===== src/rtl/vx_dispatch_responder.sv =====
// vx_dispatch_responder: accepts one warp-wide ALU request at a time, splits it
// into NUM_THREADS/NUM_LANES lane packets issued one per cycle, and returns each
// packet on the wb_* port exactly LATENCY cycles after it issues.
// Optional build macro VX_PKT_SKIP_EN: packets whose thread-mask slice is all
// zero are skipped entirely; the default build issues every packet in order.
module vx_dispatch_responder #(
    parameter int NUM_THREADS = 4,
    parameter int NUM_LANES   = 2,
    parameter int LATENCY     = 2,
    parameter int XLEN        = 32,
    parameter int NR_BITS     = 5,
    parameter int NW_WIDTH    = 2,
    parameter int UUID_WIDTH  = 44,
    parameter int PID_W       = ((NUM_THREADS / NUM_LANES) > 1) ? $clog2(NUM_THREADS / NUM_LANES) : 1
) (
    input  logic                        clk,
    input  logic                        reset,
    input  logic                        disp_valid,
    output logic                        disp_ready,
    input  logic [UUID_WIDTH-1:0]       disp_uuid,
    input  logic [NW_WIDTH-1:0]         disp_wis,
    input  logic [NUM_THREADS-1:0]      disp_tmask,
    input  logic [XLEN-1:0]             disp_PC,
    input  logic                        disp_wb,
    input  logic [NR_BITS-1:0]          disp_rd,
    input  logic [1:0]                  disp_op,
    input  logic [NUM_THREADS*XLEN-1:0] disp_rs1_data,
    input  logic [NUM_THREADS*XLEN-1:0] disp_rs2_data,
    output logic                        wb_valid,
    output logic [UUID_WIDTH-1:0]       wb_uuid,
    output logic [NW_WIDTH-1:0]         wb_wis,
    output logic [NUM_LANES-1:0]        wb_tmask,
    output logic [XLEN-1:0]             wb_PC,
    output logic [NR_BITS-1:0]          wb_rd,
    output logic [PID_W-1:0]            wb_pid,
    output logic [NUM_LANES*XLEN-1:0]   wb_data,
    output logic                        wb_sop,
    output logic                        wb_eop
);

    localparam int P = NUM_THREADS / NUM_LANES;

    typedef enum logic {IDLE, SEND} state_e;

    typedef struct packed {
        logic [UUID_WIDTH-1:0]       uuid;
        logic [NW_WIDTH-1:0]         wis;
        logic [NUM_THREADS-1:0]      tmask;
        logic [XLEN-1:0]             pc;
        logic                        wb;
        logic [NR_BITS-1:0]          rd;
        logic [1:0]                  op;
        logic [NUM_THREADS*XLEN-1:0] rs1;
        logic [NUM_THREADS*XLEN-1:0] rs2;
    } req_t;

    typedef struct packed {
        logic                      valid;
        logic [UUID_WIDTH-1:0]     uuid;
        logic [NW_WIDTH-1:0]       wis;
        logic [NUM_LANES-1:0]      tmask;
        logic [XLEN-1:0]           pc;
        logic [NR_BITS-1:0]        rd;
        logic [PID_W-1:0]          pid;
        logic [NUM_LANES*XLEN-1:0] data;
        logic                      sop;
        logic                      eop;
    } beat_t;

    state_e                    state_q, state_d;
    logic [PID_W-1:0]          pid_q, pid_d;
    logic                      sop_q, sop_d;
    req_t                      req_q, req_d;
    beat_t                     pipe_q [LATENCY];

    logic [PID_W-1:0]          firstPid;
    logic [PID_W-1:0]          nextPid;
    logic                      hasNext;
    logic                      lastPkt;
    logic                      issue;
    logic                      fire;
    beat_t                     issueBeat;
    logic [NUM_LANES-1:0]      tmaskSh;
    logic [NUM_LANES*XLEN-1:0] rs1Sh;
    logic [NUM_LANES*XLEN-1:0] rs2Sh;
    logic [XLEN-1:0]           opA;
    logic [XLEN-1:0]           opB;
    logic [XLEN-1:0]           res;

`ifdef VX_PKT_SKIP_EN
    // Find the first nonzero packet of the incoming request and the next nonzero packet after pid_q
    always_comb begin
        firstPid = '0;
        nextPid  = pid_q;
        hasNext  = 1'b0;
        for (int p = P - 1; p >= 0; p--) begin
            if (|disp_tmask[p*NUM_LANES +: NUM_LANES]) begin
                firstPid = PID_W'(p);
            end
            if ((|req_q.tmask[p*NUM_LANES +: NUM_LANES]) && (p > int'(pid_q))) begin
                nextPid = PID_W'(p);
                hasNext = 1'b1;
            end
        end
    end
`else
    // Walk every packet in order; an all-zero mask still yields exactly one packet
    always_comb begin
        firstPid = '0;
        nextPid  = pid_q + PID_W'(1);
        hasNext  = (int'(pid_q) != P - 1) && (|req_q.tmask);
    end
`endif

    // Handshake and next-state: accept in IDLE or on the last packet so requests chain without a bubble
    always_comb begin
        state_d    = state_q;
        pid_d      = pid_q;
        sop_d      = sop_q;
        req_d      = req_q;
        issue      = (state_q == SEND);
        lastPkt    = issue && !hasNext;
        disp_ready = !reset && ((state_q == IDLE) || lastPkt);
        fire       = disp_valid && disp_ready;
        if (issue) begin
            pid_d = nextPid;
            sop_d = 1'b0;
            if (lastPkt) begin
                state_d = IDLE;
            end
        end
        if (fire) begin
            req_d.uuid  = disp_uuid;
            req_d.wis   = disp_wis;
            req_d.tmask = disp_tmask;
            req_d.pc    = disp_PC;
            req_d.wb    = disp_wb;
            req_d.rd    = disp_rd;
            req_d.op    = disp_op;
            req_d.rs1   = disp_rs1_data;
            req_d.rs2   = disp_rs2_data;
            pid_d       = firstPid;
            sop_d       = 1'b1;
            state_d     = SEND;
        end
    end

    // Build the packet issued this cycle: select the pid's lanes and apply the ALU op, masking idle lanes
    always_comb begin
        tmaskSh         = NUM_LANES'(req_q.tmask >> (int'(pid_q) * NUM_LANES));
        rs1Sh           = (NUM_LANES*XLEN)'(req_q.rs1 >> (int'(pid_q) * NUM_LANES * XLEN));
        rs2Sh           = (NUM_LANES*XLEN)'(req_q.rs2 >> (int'(pid_q) * NUM_LANES * XLEN));
        opA             = '0;
        opB             = '0;
        res             = '0;
        issueBeat       = '0;
        issueBeat.valid = issue && req_q.wb;
        issueBeat.uuid  = req_q.uuid;
        issueBeat.wis   = req_q.wis;
        issueBeat.tmask = tmaskSh;
        issueBeat.pc    = req_q.pc;
        issueBeat.rd    = req_q.rd;
        issueBeat.pid   = pid_q;
        issueBeat.sop   = sop_q;
        issueBeat.eop   = lastPkt;
        for (int l = 0; l < NUM_LANES; l++) begin
            opA = rs1Sh[l*XLEN +: XLEN];
            opB = rs2Sh[l*XLEN +: XLEN];
            case (req_q.op)
                2'd0:    res = opA + opB;
                2'd1:    res = opA - opB;
                2'd2:    res = opA & opB;
                default: res = opA ^ opB;
            endcase
            issueBeat.data[l*XLEN +: XLEN] = tmaskSh[l] ? res : '0;
        end
    end

    // Control state register; reset drops any request in progress
    always_ff @(posedge clk) begin
        if (reset) begin
            state_q <= IDLE;
            pid_q   <= '0;
            sop_q   <= 1'b0;
        end else begin
            state_q <= state_d;
            pid_q   <= pid_d;
            sop_q   <= sop_d;
        end
    end

    // Latched request payload; only meaningful while a request is in flight
    always_ff @(posedge clk) begin
        req_q <= req_d;
    end

    // Fixed-latency writeback pipeline; only valid bits are cleared so reset kills in-flight beats
    always_ff @(posedge clk) begin
        if (reset) begin
            for (int i = 0; i < LATENCY; i++) begin
                pipe_q[i].valid <= 1'b0;
            end
        end else begin
            pipe_q[0] <= issueBeat;
            for (int i = 1; i < LATENCY; i++) begin
                pipe_q[i] <= pipe_q[i-1];
            end
        end
    end

    assign wb_valid = pipe_q[LATENCY-1].valid && !reset;
    assign wb_uuid  = pipe_q[LATENCY-1].uuid;
    assign wb_wis   = pipe_q[LATENCY-1].wis;
    assign wb_tmask = pipe_q[LATENCY-1].tmask;
    assign wb_PC    = pipe_q[LATENCY-1].pc;
    assign wb_rd    = pipe_q[LATENCY-1].rd;
    assign wb_pid   = pipe_q[LATENCY-1].pid;
    assign wb_data  = pipe_q[LATENCY-1].data;
    assign wb_sop   = pipe_q[LATENCY-1].sop;
    assign wb_eop   = pipe_q[LATENCY-1].eop;

endmodule


===== config.mk =====
export PLATFORM = sky130hd
export DESIGN_NAME = vx_dispatch_responder
export DESIGN_NICKNAME = d
export VERILOG_FILES = /design/src/rtl/vx_dispatch_responder.sv
export SDC_FILE = /design/constraint.sdc
export NUM_CORES = 1
export LEC_CHECK = 0
export ABC_CLOCK_PERIOD_IN_PS = 26100
export CAP_MARGIN = 10
export CORE_ASPECT_RATIO = 1.2
export CORE_MARGIN = 1.5
export CORE_UTILIZATION = 57
export CTS_CLUSTER_DIAMETER = 40
export DETAILED_ROUTE_END_ITERATION = 10
export HOLD_SLACK_MARGIN = 0.1
export PLACE_DENSITY = 0.85
export SKIP_CTS_REPAIR_TIMING = 1
export SYNTH_ARGS = -nofsm -noshare
export SYNTH_HDL_FRONTEND = slang
export SYNTH_SLANG_ARGS = --single-unit

===== constraint.sdc =====
create_clock -name clk -period 26.1 [get_ports clk]
set_clock_uncertainty 0.15 [all_clocks]
set_input_delay 5.22 -clock clk [delete_from_list [all_inputs] [get_ports clk]]
set_output_delay 5.22 -clock clk [all_outputs]
set_load 0.01 [all_outputs]

==> impl_metrics.ini <==
[logic_synthesis]
ys_seq_area_share_pct = 63.1
ys_types = 72
syn_area_sq_um = 31100
ys.flop_type = edfxtp_1
synth.avg_cell_area_sq_um = 13.8
synth_edf_count = 650
async_flop_share_pct = 0
synth-seq-cells = 655
yosysWarnings = 0
synth_nets = 2740
synth_cells = 2261

[clock_tree]
htreeDepth = 3
insertion_delay_ps = 620
cts_made_buffers = 82
clkTransAtPathRegs_ps = 70
clk_path_buf_depth = 3
cts.root.buffer_cell = clkbuf_16
cts_tree = yes
clkSinkCount = 655

[place]
postPlaceCellArea_sq_um = 35700
hpwl_microns = 52200
pre_cts_ws_ps = 13770
io_buffers = 502
gp_congestion = 0.935

[global_route]
grt-busiest-layer = met2
grt_first_pass_wirelength_microns = 112000
use_met3_pct = 6.27
antenna_found_initial = 5
use_met1_pct = 33.1
grt_pass1_vias = 19500
grt_usage_pct = 26.3
grt_start_max_net_pins = 138
grt_overflow = 0
use_met2_pct = 45.1

[floorplanning]
die_w_microns = 216
fp-row-count = 93
core-area_sq_um = 53800
ios = 503
die_area_sq_um = 56000
dieHeight_microns = 259
initial_core_util_pct = 57.9

[layout]
fillCellCount = 3485
final_cell_mix = edfxtp_1 (650), clkdlybuf4s50_1 (501), nor2b_1 (252), ha_1 (128), mux2_2 (112)
final_nets = 3111
drive_above_1_share_pct = 10.6
stdcell_area_sq_um = 38500
area_growth_pct = 23.9
final_common_cell = edfxtp_1

[routing]
drtIter0Drc = 1775
ant_nets = 0
num_vias = 19500
wl_per_cell_microns = 21.8
via_per_inst = 5.70
dr.pass1.iters = 6
routed_wl_microns = 74500
drc = 0

[timing]
hold_viol_final = 0
setup_viol = 0
rsz0062_at_grt = no
worst_pin_slew_ps = 1210
relSlewSlack_pct = 18.5
post-route-period-util_pct = 47.4
setup_tns_ps = 0
period_minus_slack_ps = 12370
setup_ws_ps = 13730
max_freq_mhz = 80.8
drv_slew = 0

[power]
powerDensity_nw_per_um2 = 73.0
ir_worst_vdd_v = 0.0000677
report.power.total_w = 0.00281
power.leakage_nw = 14.0

[outcome]
status = completed

[setup_path]
end_kind = primary output
arrival_ps = 7000
r2r_slack_ps = 19390
path_class = input pin to primary output
critical-path-top-delay-family = buffers and inverters
critPathBufInv = 3
worstPathRequired_ps = 20730
cp_max_fo = 101
max_stage_delay_ps = 530
cp-start-kind = input pin
slowest_stage = buf_4
crit_chain = clkbuf_8 > buf_4 > a21oi_1 > clkdlybuf4s50_1

[hold_path]
hold_class = register to register

[flow_run]
cap_viol_max_count = 0
## synth_stat cells (5+ instances only)
cell type    n  share of area, %
and3_1      10              0.20
xnor2_1     60               1.7
buf_1        5             0.060
a211oi_1    46               1.1
o211ai_1    12              0.29
nor3_1      38              0.61
nand2_1     70              0.84
clkbuf_1    62              0.75
o211a_1      6              0.19
mux2_2     112               4.1
buf_2       15              0.24
nor2b_1    253               5.1
o21ai_0     70               1.1
nor4_1      17              0.34
or3_1       16              0.32
o31ai_1     11              0.27
nor3b_1      8              0.19
o21a_1      11              0.27
nand3_1     20              0.32
a21oi_1    102               1.6
nor2_1      87               1.0
nand4_1      6              0.12
edfxtp_1   650                63
ha_1       128               5.1
inv_1       50              0.60
dfxtp_1      5              0.32
nand2b_1    17              0.34
xor2_1      40               1.1
a21o_1      23              0.55
a31oi_1     15              0.30
mux2i_1     76               2.4
and2_1       5              0.10
buf_4      149               3.6
## path summary, 6_finish.rpt
path | from | end | depth (start not counted)
setup reg to reg | pid_q | pipe_q[0][62] | 18
hold / removal | pipe_q[0][152] | pipe_q[0][305] | 1
hold reg to reg | pipe_q[0][152] | pipe_q[0][305] | 1
setup / recovery | reset | disp_ready | 4
## state kept, by name, summed over array words and instances, names as in the netlist
| signal | flops |
|---|---|
| issueBeat | 83 |
| pipe_q | 306 |
| issue | 1 |
| pid_q | 1 |
| sop_q | 1 |
| req_q | 263 |
## through the flow
step	cells	hold slack, ps	util, %
after floorplan	2261	264	-
after global placement	3260	269	66.4
after detailed placement	3260	305	66.4
after CTS	3413	319	71.7
after global routing	3413	330	71.7
final	3414	318	71.7
## cells by family (layout without fill, tap and decap cells)
kind of cell / after synthesis / after routing / synth area share, %
flip-flops: 655 / 655 / 63.1
AND/OR/NAND/NOR: 565 / 565 / 10.0
AO/OA/AOI/OAI: 333 / 333 / 6.78
buffers and inverters: 287 / 727 / 5.39
multiplexers: 190 / 190 / 6.59
adder cells (fa/ha/maj): 130 / 130 / 5.28
XOR/XNOR: 101 / 101 / 2.89
other: 0 / 1 / 0
## power by group
part	internal, W	switching [W]
sequential	0.00123	0.0000212
combinational	0.000201	0.000227
clock	0.000667	0.000473
## worst reg2reg max path: cells and delay by family, from the launching register on
| kind | cells | cell delay, ps |
|---|---|---|
| AO/OA/AOI/OAI | 4 | 1310 |
| buffers and inverters | 2 | 1120 |
| adder cells (fa/ha/maj) | 2 | 610 |
| XOR/XNOR | 1 | 110 |
| AND/OR/NAND/NOR | 7 | 1660 |
| flip-flops | 1 | 810 |
| multiplexers | 2 | 790 |
## cell type report
cell class	count	area (sq um)	share of cell area [%]
tap	712	891	2.31
multi-input combinational	1319	9830	25.5
timing repair buffer	521	5170	13.4
clock buffer	94	2160	5.61
clock inverter	59	661	1.71
antenna	1	2.50	0.00649
sequential	655	19600	50.9
inverter	53	206	0.536
## per-layer routing
metal	wire, microns	vias to the layer above
met2	37200	868
met3	6090	134
met1	29300	9470
met4	1820	10
met5	60	-
li1	-	8990
No activity file was read; power rests on OpenSTA's default activity.
